===== src/rtl/inert_pkg.sv =====
// Shared register map and frame-phase encoding for the inertial sensor responder.
package inert_pkg;

  localparam logic [6:0] ADDR_INT_CTRL = 7'h0D;
  localparam logic [6:0] ADDR_WHOAMI   = 7'h0F;
  localparam logic [6:0] ADDR_CFG_A    = 7'h10;
  localparam logic [6:0] ADDR_CFG_G    = 7'h11;
  localparam logic [6:0] ADDR_CFG_C    = 7'h14;
  localparam logic [6:0] ADDR_STATUS   = 7'h1E;
  localparam logic [6:0] ADDR_PTCHL    = 7'h22;
  localparam logic [6:0] ADDR_PTCHH    = 7'h23;
  localparam logic [6:0] ADDR_AZL      = 7'h2C;
  localparam logic [6:0] ADDR_AZH      = 7'h2D;

  typedef enum logic [1:0] {IDLE, CMD, DATA, DONE} frm_phase_t;

endpackage


===== src/rtl/spi_serf_shft.sv =====
// SPI serial front end: pin synchronizers, edge detect, bit counting and rx/tx shifters.
module spi_serf_shft
  import inert_pkg::*;
(
  input  logic        clk,
  input  logic        rst,
  input  logic        SS_n,
  input  logic        SCLK,
  input  logic        MOSI,
  input  logic [7:0]  tx_byte,
  output logic        MISO,
  output logic        addr_vld,
  output logic        frm_done,
  output logic [15:0] rx_word
);

  logic [2:0] ss_s;
  logic [2:0] sclk_s;
  logic [1:0] mosi_s;
  logic [4:0] bit_cnt;
  logic [7:0] tx_shft;
  frm_phase_t phase;

  logic rise, fall, ss_fall;
  assign rise    = sclk_s[1] & ~sclk_s[2];
  assign fall    = ~sclk_s[1] & sclk_s[2];
  assign ss_fall = ~ss_s[1] & ss_s[2];

  // SS sync resets low so a reset taken mid-frame cannot fake a select fall.
  always_ff @(posedge clk) begin
    if (rst) begin
      ss_s     <= '0;
      sclk_s   <= '1;
      mosi_s   <= '0;
      bit_cnt  <= '0;
      rx_word  <= '0;
      tx_shft  <= '0;
      MISO     <= 1'b0;
      addr_vld <= 1'b0;
      frm_done <= 1'b0;
      phase    <= IDLE;
    end else begin
      ss_s     <= {ss_s[1:0], SS_n};
      sclk_s   <= {sclk_s[1:0], SCLK};
      mosi_s   <= {mosi_s[0], MOSI};
      addr_vld <= 1'b0;
      frm_done <= 1'b0;
      if (ss_s[1]) begin
        phase <= IDLE;
        MISO  <= 1'b0;
      end else begin
        case (phase)
          IDLE: if (ss_fall) begin
            phase   <= CMD;
            bit_cnt <= '0;
            tx_shft <= '0;
            MISO    <= 1'b0;
          end
          CMD: if (rise) begin
            rx_word <= {rx_word[14:0], mosi_s[1]};
            bit_cnt <= bit_cnt + 5'd1;
            if (bit_cnt == 5'd7) begin
              phase    <= DATA;
              addr_vld <= 1'b1;
            end
          end
          DATA: begin
            // tx_byte is decoded from the command byte now sitting in rx_word[7:0].
            if (addr_vld) tx_shft <= tx_byte;
            if (fall) begin
              MISO    <= tx_shft[7];
              tx_shft <= {tx_shft[6:0], 1'b0};
            end
            if (rise) begin
              rx_word <= {rx_word[14:0], mosi_s[1]};
              bit_cnt <= bit_cnt + 5'd1;
              if (bit_cnt == 5'd15) begin
                phase    <= DONE;
                frm_done <= 1'b1;
              end
            end
          end
          default: ;
        endcase
      end
    end
  end

endmodule


===== src/rtl/inert_sensor_resp.sv =====
// Inertial sensor SPI responder: register file, sample capture, INT/overrun handling and read mux.
module inert_sensor_resp
  import inert_pkg::*;
#(
  parameter logic [7:0]  WHOAMI     = 8'h6A,
  parameter int unsigned INT_EN_BIT = 1
) (
  input  logic        clk,
  input  logic        rst,
  input  logic        SS_n,
  input  logic        SCLK,
  input  logic        MOSI,
  output logic        MISO,
  output logic        INT,
  input  logic        smpl,
  input  logic [15:0] ptch_rt_in,
  input  logic [15:0] AZ_in,
  output logic        ovr
);

  logic [15:0] rx_word;
  logic        addr_vld, frm_done;
  logic [7:0]  tx_byte;
  logic [7:0]  int_ctrl, cfg_a, cfg_g, cfg_c;
  logic [15:0] ptch, az;

  spi_serf_shft u_shft (
    .clk      (clk),
    .rst      (rst),
    .SS_n     (SS_n),
    .SCLK     (SCLK),
    .MOSI     (MOSI),
    .tx_byte  (tx_byte),
    .MISO     (MISO),
    .addr_vld (addr_vld),
    .frm_done (frm_done),
    .rx_word  (rx_word)
  );

  // Read mux works on the command byte alone, valid from the 8th rise onward.
  always_comb begin
    tx_byte = '0;
    if (rx_word[7]) begin
      case (rx_word[6:0])
        ADDR_INT_CTRL: tx_byte = int_ctrl;
        ADDR_WHOAMI:   tx_byte = WHOAMI;
        ADDR_CFG_A:    tx_byte = cfg_a;
        ADDR_CFG_G:    tx_byte = cfg_g;
        ADDR_CFG_C:    tx_byte = cfg_c;
        ADDR_STATUS:   tx_byte = {6'b0, ovr, INT};
        ADDR_PTCHL:    tx_byte = ptch[7:0];
        ADDR_PTCHH:    tx_byte = ptch[15:8];
        ADDR_AZL:      tx_byte = az[7:0];
        ADDR_AZH:      tx_byte = az[15:8];
        default:       tx_byte = '0;
      endcase
    end
  end

  logic       rd, wr, int_clr, int_busy;
  logic [6:0] addr;
  logic [7:0] wdat;
  assign rd       = frm_done & rx_word[15];
  assign wr       = frm_done & ~rx_word[15];
  assign addr     = rx_word[14:8];
  assign wdat     = rx_word[7:0];
  assign int_clr  = rd && (addr == ADDR_AZH);
  assign int_busy = INT & ~int_clr;

  // Later assignments win: smpl set of INT/ovr overrides the read-side clears.
  always_ff @(posedge clk) begin
    if (rst) begin
      int_ctrl <= '0;
      cfg_a    <= '0;
      cfg_g    <= '0;
      cfg_c    <= '0;
      ptch     <= '0;
      az       <= '0;
      INT      <= 1'b0;
      ovr      <= 1'b0;
    end else begin
      if (wr) begin
        case (addr)
          ADDR_INT_CTRL: begin
            int_ctrl <= wdat;
            if (!wdat[INT_EN_BIT]) INT <= 1'b0;
          end
          ADDR_CFG_A: cfg_a <= wdat;
          ADDR_CFG_G: cfg_g <= wdat;
          ADDR_CFG_C: cfg_c <= wdat;
          default: ;
        endcase
      end
      if (int_clr) INT <= 1'b0;
      if (rd && (addr == ADDR_STATUS)) ovr <= 1'b0;
      if (smpl) begin
        if (!int_busy) begin
          ptch <= ptch_rt_in;
          az   <= AZ_in;
          if (int_ctrl[INT_EN_BIT]) INT <= 1'b1;
        end else begin
          ovr <= 1'b1;
        end
      end
    end
  end

endmodule

===== config.mk =====
export PLATFORM = sky130hd
export DESIGN_NAME = inert_sensor_resp
export DESIGN_NICKNAME = d
export VERILOG_FILES = /design/src/rtl/inert_pkg.sv /design/src/rtl/spi_serf_shft.sv /design/src/rtl/inert_sensor_resp.sv
export SDC_FILE = /design/constraint.sdc
export NUM_CORES = 1
export LEC_CHECK = 0
export BUFFER_PORTS_ARGS = -buffer_cell sky130_fd_sc_hd__buf_2
export CAP_MARGIN = 20
export CORE_MARGIN = 2
export CORE_UTILIZATION = 52
export CTS_BUF_LIST = sky130_fd_sc_hd__clkbuf_16
export DETAILED_ROUTE_END_ITERATION = 8
export HOLD_SLACK_MARGIN = 0.03
export PLACE_DENSITY_LB_ADDON = 0.08
export SLEW_MARGIN = 5
export SYNTH_ARGS = -nofsm -noshare
export SYNTH_HDL_FRONTEND = slang
export SYNTH_SLANG_ARGS = --single-unit

===== constraint.sdc =====
create_clock -name clk -period 4.75 [get_ports clk]
set_clock_uncertainty 0.1 [all_clocks]
set_input_delay 0.475 -clock clk [delete_from_list [all_inputs] [get_ports clk]]
set_output_delay 0.475 -clock clk [all_outputs]
set_load 0.02 [all_outputs]

# Yosys cells after proc, flatten, opt, wreduce, memory -nomap -nowiden

Index checks and enable logic that the tools add are counted.

Bits in registers: 108
Output and inout bits: 3

Add/sub/neg operators: 1
Equal/unequal tests: 28
Muxes and demuxes: 30
Bitwise gates (word level): 15
Reduce and logical (&&, ||, !) cells: 20

Operators by type and width:

| kind                  | number |
|---|---|
| $pmux W8 S10          | 1 |
| $eq A7 B5 Y1 const B  | 8 |
| $eq A7 B6 Y1 const B  | 5 |
| $mux W8               | 4 |
| $eq A7 B4 Y1 const B  | 3 |
| $pmux W8 S2           | 1 |
| $mux W1               | 14 |
| $ne A2 B1 Y1 const B  | 7 |
| $mux W2               | 5 |
| $mux W5               | 2 |
| $pmux W5 S2           | 1 |
| $reduce_and A2 Y1     | 5 |
| $not A1 Y1            | 9 |
| $reduce_and A4 Y1     | 2 |
| $reduce_or A4 Y1      | 2 |
| $and A1 B1 Y1         | 6 |
| $pmux W2 S3           | 1 |
| $reduce_and A3 Y1     | 2 |
| $reduce_and A6 Y1     | 1 |
| $add A5 B1 Y5 const B | 1 |
| $eq A5 B3 Y1 const B  | 1 |
| $eq A5 B4 Y1 const B  | 1 |
| $reduce_bool A2 Y1    | 2 |
| $reduce_or A2 Y1      | 2 |
| 7 further kinds       | 8 |

# Logic depth before layout (Yosys ltp)

Gate-level depths: netlist of the first run.

Depth after elaboration: 7
Mapped depth: 8
Gate-level depth less buffers: 8

# By module

Synthesis of the first run repeated with hierarchy kept, for this count alone.

Cell total of the unflattened synthesis: 584
Area total of the unflattened synthesis: 5278.8 µm²

By module, submodules not included:

| module            | times used | cells an instance | area each (µm²) |
|---|---|---|---|
| inert_sensor_resp | 1          | 380               | 3470.8 |
| spi_serf_shft     | 1          | 204               | 1808.0 |

# Worst setup path after synthesis of the first run

Ideal clock, no wire load.

Kind: flip-flop to flip-flop
From: register u_shft.phase[0]
To: register u_shft.tx_shft[6]
Arrival time: 1.758 ns
Slack: 2.762 ns
Cell stages (with the launch flop): 8
Path buffers: 0
Period minus slack after synthesis: 1.988 ns
Cells stage by stage: dfxtp_1 > inv_1 > ha_1 > mux2i_1 > a311o_1 > a22o_1 > nor4_1 > nor3_1

Word-level cells in the longest chain between the ends: 3
Elaborated cells between the ends (all ways): 7
Classes of those cells: eq/ne (3); mux (1); reduce/logical (3)

Ends and longest elaborated chain:

| what                                                  | RTL line            | RTL |
|---|---|---|
| from (decl)                                           | spi_serf_shft.sv:22 | `frm_phase_t phase;` |
| from (signal assigned)                                | spi_serf_shft.sv:41 | `phase <= IDLE;` |
| from (signal assigned)                                | spi_serf_shft.sv:49 | `phase <= IDLE;` |
| from (signal assigned)                                | spi_serf_shft.sv:54 | `phase <= CMD;` |
| $eq A2 B2 Y1 or $logic_not A2 Y1 (tied branches)      | spi_serf_shft.sv:52 | `case (phase)` |
| $ne A3 B1 Y1 (no source line) (tied with other cells) | -                   |  |
| $reduce_and A4 Y1 (no source line)                    | -                   |  |
| to (signal assigned)                                  | spi_serf_shft.sv:69 | `if (addr_vld) tx_shft <= tx_byte;` |
| to (signal assigned)                                  | spi_serf_shft.sv:72 | `tx_shft <= {tx_shft[6:0], 1'b0};` |
| to (decl)                                             | spi_serf_shft.sv:21 | `logic [7:0] tx_shft;` |

Parallel ways exist; a longest one is shown, timed or not.
A chain may end at the register's enable or synchronous reset.

# Worst setup path after layout of the first run

From: register u_shft.phase[0]
To: register u_shft.bit_cnt[3]

Word-level cells in the longest chain between the ends: 4
Elaborated cells between the ends (all ways): 9
Classes of those cells: eq/ne (4); mux (1); reduce/logical (4)

Ends and longest elaborated chain:

| what                                                                | RTL line            | RTL |
|---|---|---|
| $eq A2 B1 Y1 or $eq A2 B2 Y1 (tied branches)                        | spi_serf_shft.sv:52 |  |
| $reduce_or A2 Y1 (no source line)                                   | -                   |  |
| $ne A2 B1 Y1 (no source line) or $reduce_bool A2 Y1 (tied branches) | -                   |  |
| $reduce_and A4 Y1 (no source line)                                  | -                   |  |
| to (signal assigned)                                                | spi_serf_shft.sv:61 | `bit_cnt <= bit_cnt + 5'd1;` |
| to (signal assigned)                                                | spi_serf_shft.sv:76 | `bit_cnt <= bit_cnt + 5'd1;` |
| to (decl)                                                           | spi_serf_shft.sv:20 | `logic [4:0] bit_cnt;` |

Parallel ways exist; a longest one is shown, timed or not.

==> results.json, run 1 <==
{
  "outcome": "completed",
  "yosysMostFrequentCell": "nand2_1",
  "p_comb_frac": 0.061,
  "root_buffer": "clkbuf_16",
  "relSlewSlack": 0.325,
  "yosys-top-cells-count": "128 x nand2_1, 108 x dfxtp_1, 69 x a21oi_1",
  "leakage_uw": 0.00199,
  "cts_tree": "built",
  "synth_top_cell_by_area": "dfxtp_1",
  "fp-row-count": 35,
  "cp_max_fo": 17,
  "vdd_drop_max_mv": 0.161,
  "place.gp.congestion": 0.902,
  "tns_ns": 0,
  "netlist_instances": 590,
  "internal-power_uw": 1390,
  "grt_pass1_vias": 3887,
  "start_util": 0.535,
  "synth_nets": 635,
  "startpoint": "u_shft.phase[0]",
  "area_growth_syn_to_layout_pct": 10.1,
  "drv_cap": 0,
  "synth_top_family_by_area": "simple AND/OR/NAND/NOR gates",
  "antenna_found_initial": 0,
  "h-tree-depth": 3,
  "finalCritPeriodShare": 0.592,
  "cp.required_ns": 4.88,
  "wl_mm": 12.1,
  "cts-resized-gates": 0,
  "post_drt_wl_per_cell_um": 16.8,
  "powerDensity_mw_per_mm2": 338,
  "ys_top_cells_by_area": "dfxtp_1 44%, nand2_1 9.8%, mux2i_1 7.9%",
  "drv_slew": 0,
  "worst-r2r-cell-count": 7,
  "hp-start": "SCLK",
  "hold_buffers": 0,
  "ctsLongestPathBuffers": 2,
  "firstDrtPassIters": 7,
  "synth_top_area_frac": 0.440,
  "r2r_slack_ns": 1.94,
  "max_freq_mhz": 355,
  "switchingPower_uw": 439,
  "r2r-end": "u_shft.bit_cnt[3]",
  "cts_setup_buffers": 0,
  "die-area_mm2": 0.0102,
  "grt_max_degree": 62,
  "die_w_um": 101,
  "rr_startpoint": "u_shft.phase[0]",
  "ant_nets": 0,
  "drc_errors": 0,
  "postSynthAreaPerCell_um2": 8.33,
  "worst_pin_slew_ns": 1.01,
  "grt_pass1_wl_mm": 19.9,
  "cts_buffers": 9,
  "synth_compound_gate_area_share": 0.140,
  "ys_warn_count": 0,
  "core_mm2": 0.00920,
  "synthSimpleGateAreaFrac": 0.261,
  "path_class": "flop to flop",
  "period_needed_ns": 2.81,
  "synth-async-reset-ratio": 0,
  "io_pins": 41,
  "min_to": "u_shft.sclk_s[0]",
  "power_frac_clock": 0.425,
  "crit_path_start_kind": "flop",
  "synth_edf_count": 0,
  "worstPathArrival_ns": 2.94,
  "switching_share": 0.240,
  "n_antenna_cell": 0,
  "synth_fa_ha_area_frac": 0.0178,
  "min_path_cells": 2,
  "yosysUniqueCellTypes": 58,
  "synth.ff_latch_count": 108,
  "dr.first_iter.drc_count": 309,
  "overflow": 0,
  "insertion_delay_ns": 0.35,
  "clkTransAtPathRegs_ns": 0.07,
  "drive_above_1_share": 0.125,
  "p_seq_frac": 0.513,
  "io_buffers": 40,
  "viasPerCell": 5.86,
  "rsz0062_at_grt": "no",
  "num_vias": 4210,
  "cts.sinks": 108,
  "final_hold_viol_count": 0,
  "worst_setup_path_end_kind": "flop",
  "grt_usage": 0.246,
  "netlist_area_mm2": 0.00492,
  "setup_viol": 0,
  "total_power_uw": 1830,
  "hp-class": "input pin to flop",
  "synthXorXnorAreaFrac": 0.00534,
  "die_h_um": 101,
  "fin_nets": 648,
  "yosysSeqAreaShare": 0.440,
  "synthMuxAreaShare": 0.0840,
  "yosys_most_used_dff": "dfxtp_1",
  "dp_hpwl_mm": 8.46
}
[cells by family (layout without fill, tap and decap cells)]
family                     count (synthesis)  after routing
xor gates and xnor gates                   3              3
AOI/OAI and AO/OA                        115            115
DFF                                      108            108
buffers and inverters                     56             74
adders and majority gates                  7              7
and+or+nand+nor                          260            260
muxes                                     41             41
[per-stage QoR]
step	util	cells	cell area (µm²)	setup slack [ns]	hold WS, ns
2_1_floorplan	-	590	4920	2.76	0.289
3_3_place_gp	0.554	702	5090	2.12	0.291
3_5_place_dp	0.554	702	5090	1.98	0.295
4_1_cts	0.587	718	5400	1.97	0.201
5_1_grt	0.589	719	5410	1.66	0.217
6_report	0.589	719	5410	1.94	0.213
[cells in the final DEF (no fill, tap or decap), types with 8 or more instances in the layout]
cell and instances:
nand2_1 128, dfxtp_1 108, a21oi_1 69, o21ai_0 8
buf_2 39, a22oi_1 9, nor3_1 10, nand2b_1 9
inv_1 13, nand3_1 22, nand4_1 12, clkbuf_16 9
nor2_1 35, mux2i_1 39
[worst max-delay path by stage]
stage	end	slack, ns
5_1_grt	u_shft.bit_cnt[3]	1.66
6_report	u_shft.bit_cnt[3]	1.94
3_3_place_gp	u_shft.bit_cnt[3]	2.12
2_1_floorplan	u_shft.tx_shft[6]	2.76
4_1_cts	u_shft.bit_cnt[3]	1.97
3_5_place_dp	u_shft.bit_cnt[3]	1.98
[area by class of cell]
class,instances,area (µm²)
Fill cell,877,3780
Multi-Input combinational cell,426,2500
Sequential cell,108,2160
Timing Repair Buffer,46,255
Clock buffer,9,225
Tap cell,111,139
Clock inverter,7,82.6
Inverter,12,45.0
[worst max-delay path, stage by stage, from the launching register on]
cell       delay [ns]
dfxtp_1          0.39
inv_1            0.09
ha_1             0.40
nand4bb_1        0.59
a22oi_1          0.72
nand4_1          0.18
xor2_1           0.16
nor2_1           0.05
[registers in the layout, indices dropped and copies added (netlist names)]
| signal | cells |
|---|---|
| az | 16 |
| u_shft.tx_shft | 8 |
| cfg_g | 8 |
| u_shft.addr_vld | 1 |
| ovr | 1 |
| u_shft.phase | 2 |
| ptch | 16 |
| u_shft.sclk_s | 3 |
| u_shft.frm_done | 1 |
| u_shft.mosi_s | 2 |
| u_shft.MISO | 1 |
| cfg_c | 8 |
| u_shft.rx_word | 16 |
| u_shft.ss_s | 3 |
| int_ctrl | 8 |
| INT | 1 |
| cfg_a | 8 |
| u_shft.bit_cnt | 5 |
[layer usage]
layer,GRT usage,vias up,routed length (µm)
met5,0,-,0
met4,0.0832,0,208
met3,0.0538,20,696
met2,0.368,139,5380
met1,0.354,1974,5820
li1,-,2077,-
[power by group through the flow]
stage	combinational (µW)	clock [µW]	sequential [µW]
2_1_floorplan	82.2	0	955
3_3_place_gp	107	0	960
3_5_place_dp	110	0	960
4_1_cts	111	795	939
5_1_grt	126	834	942
6_report	113	778	939
Power figures use the tool's default switching activity.
==> inputs of run 2 (changes only) <==
Settings changed: ABC_AREA from default to 1.
Clock period 4.75 ns to 2.79 ns, I/O delays scaled along.
==> run 2 against run 1 <==
Effect of this change: worst setup slack lost 1.3 ns; power grew 86%; combinational power grew to 4.3 times the previous value; flip-flop and latch count is the same; via count grew 7.2%; non-clock buffer count grew 4; die area grew 0.86%; clock power grew 62%; global-route usage grew 0.83 points; synthesized area grew 0.89%; critical endpoint is now u_shft.tx_shft[4]; largest cell class unchanged.
==> results.json, run 2 <==
{
  "outcome": "completed",
  "synth_nets": 724,
  "synth_edf_count": 0,
  "reg_top3": "az x16, ptch x16, u_shft.rx_word x16",
  "drv_slew": 0,
  "ys_warn_count": 0,
  "fp-row-count": 35,
  "n_antenna_cell": 0,
  "post_drt_wl_per_cell_um": 14.8,
  "met2_length_mm": 6.10,
  "netlist_area_mm2": 0.00496,
  "placed_cell_area_mm2": 0.00521,
  "dp_hpwl_mm": 8.75,
  "io_buffers": 40,
  "final_area_mm2": 0.00552,
  "num_vias": 4514,
  "multiInputGateArea_mm2": 0.00236,
  "cts-resized-gates": 0,
  "slowest_delay_ns": 0.50,
  "ys_top_cells_by_area": "dfxtp_1 44%, a21oi_1 9.2%, o21ai_0 8.3%",
  "path_class": "flop to flop",
  "postSynthAreaPerCell_um2": 7.31,
  "netlist_instances": 679,
  "core_mm2": 0.00924,
  "grt_pass1_wl_mm": 20.5,
  "yosysSeqAreaShare": 0.436,
  "root_buffer": "clkbuf_16",
  "yosys-top-cells-count": "108 x dfxtp_1, 106 x nand2_1, 91 x a21oi_1",
  "cp.required_ns": 2.96,
  "dr.first_iter.drc_count": 237,
  "synthSimpleGateAreaFrac": 0.265,
  "yosysUniqueCellTypes": 36,
  "worst-r2r-cell-count": 9,
  "yosysMostFrequentCell": "dfxtp_1",
  "synthMuxAreaShare": 0,
  "powerDensity_mw_per_mm2": 617,
  "synthXorXnorAreaFrac": 0.00177,
  "drc_errors": 0,
  "drive_above_1_share": 0.140,
  "place.gp.congestion": 0.896,
  "critPathSlowestCell": "nor2_4",
  "area_growth_syn_to_layout_pct": 11.3,
  "grt_usage": 0.255,
  "insertion_delay_ns": 0.35,
  "die_w_um": 102,
  "cp.buffers_inverters": 1,
  "met1_length_mm": 5.57,
  "synth_top_cell_by_area": "dfxtp_1",
  "final_hold_viol_count": 0,
  "crit_family": "simple AND/OR/NAND/NOR gates",
  "yosys_most_used_dff": "dfxtp_1",
  "start_util": 0.537,
  "worst_pin_slew_ns": 0.638,
  "synth-async-reset-ratio": 0,
  "fin_util": 0.598,
  "vdd_drop_max_mv": 0.381,
  "total_power_uw": 3410,
  "worst_setup_path_end_kind": "flop",
  "leakage_uw": 0.00217,
  "num-fill-cells": 903,
  "cts_setup_buffers": 0,
  "die_h_um": 102,
  "path_common_cell": "nand2_1",
  "tns_ns": 0,
  "route.met3.wl_um": 542,
  "die-area_mm2": 0.0103,
  "antenna_found_initial": 0,
  "worstPathArrival_ns": 2.29,
  "rsz0062_at_grt": "no",
  "grt_max_degree": 58,
  "cts_tree": "built",
  "crit_chain": "inv_1, nand2_4, nor2_4, nand2_1, nand2_1, nor2_2, a21oi_4, nand2_1, a21oi_1",
  "relSlewSlack": 0.574,
  "overflow": 0,
  "io_pins": 41,
  "period_needed_ns": 2.12,
  "finalCritPeriodShare": 0.758,
  "hold_buffers": 2,
  "fin_nets": 752,
  "viasPerCell": 5.37,
  "setup_viol": 0,
  "hp-class": "input pin to flop",
  "final_cell_mix": "108 x dfxtp_1, 106 x nand2_1, 91 x a21oi_1",
  "min_path_cells": 3,
  "clkTransAtPathRegs_ns": 0.07,
  "ant_nets": 0,
  "cts_buffers": 9,
  "max_freq_mhz": 473,
  "top_layer": "met4",
  "grt_pass1_vias": 4242,
  "drv_cap": 0,
  "firstDrtPassIters": 5,
  "wl_mm": 12.4,
  "synth_fa_ha_area_frac": 0.0177,
  "layout_commonest_cell": "dfxtp_1",
  "ff_latch_area_mm2": 0.00216,
  "cts.sinks": 108,
  "cp_max_fo": 30,
  "synth_top_family_by_area": "simple AND/OR/NAND/NOR gates",
  "path_depth": 9,
  "ctsLongestPathBuffers": 2,
  "synth_top_area_frac": 0.436,
  "synth.ff_latch_count": 108,
  "synth_compound_gate_area_share": 0.191,
  "crit_path_start_kind": "flop",
  "h-tree-depth": 3
}
run 2: changes by cell type after synthesis, moves of 9 or more:
cell      delta
o21ai_0     +74
nand3_1     +57
inv_1       +52
mux2i_1     -39
a21oi_1     +22
nand2_1     -22
nor2_1      +14
a22oi_1      -9
nand2b_1     -9
run 2: power breakdown:
part / internal [µW] / switching (µW)
Sequential: 1610 / 54.7
Combinational: 160 / 323
Clock: 693 / 567
Total: 2460 / 944
run 2: cells by family after synthesis:
family / count (synthesis)
buffers and inverters: 104
DFF: 108
AOI/OAI and AO/OA: 182
and+or+nand+nor: 277
xor gates and xnor gates: 1
adders and majority gates: 7
run 2: final cells by class:
type / count / area share
Clock inverter: 7 / 0.0122
Multi-Input combinational cell: 467 / 0.427
Clock buffer: 9 / 0.0408
Sequential cell: 108 / 0.391
Inverter: 71 / 0.0483
Tap cell: 129 / 0.0292
Timing Repair Buffer: 50 / 0.0507
run 2: path summary, 6_finish.rpt:
check / start / end / slack, ns
setup / recovery: u_shft.rx_word[4] / u_shft.tx_shft[4] / 0.67
hold reg to reg: u_shft.ss_s[0] / u_shft.ss_s[1] / 0.31
setup reg to reg: u_shft.rx_word[4] / u_shft.tx_shft[4] / 0.67
hold / removal: MOSI / u_shft.mosi_s[0] / 0.04
run 2: worst register-to-register path: stages, from the launching register on:
cell,delay (ns)
dfxtp_1,0.35
inv_1,0.17
nand2_4,0.08
nor2_4,0.50
nand2_1,0.17
nand2_1,0.11
nor2_2,0.06
a21oi_4,0.26
nand2_1,0.09
a21oi_1,0.14
run 2: per-stage QoR:
stage          setup slack, ns  hold slack, ns  cells
2_1_floorplan             1.01           0.283    679
3_3_place_gp             0.765           0.292    823
3_5_place_dp             0.716           0.300    823
4_1_cts                  0.701          0.0307    841
5_1_grt                  0.485          0.0450    841
6_report                 0.675          0.0378    841
run 2: layer usage:
| metal | up-vias | global-route usage |
|---|---|---|
| li1 | 2302 | - |
| met2 | 92 | 0.446 |
| met1 | 2104 | 0.322 |
| met5 | - | 0 |
| met4 | 0 | 0.0665 |
| met3 | 16 | 0.0483 |
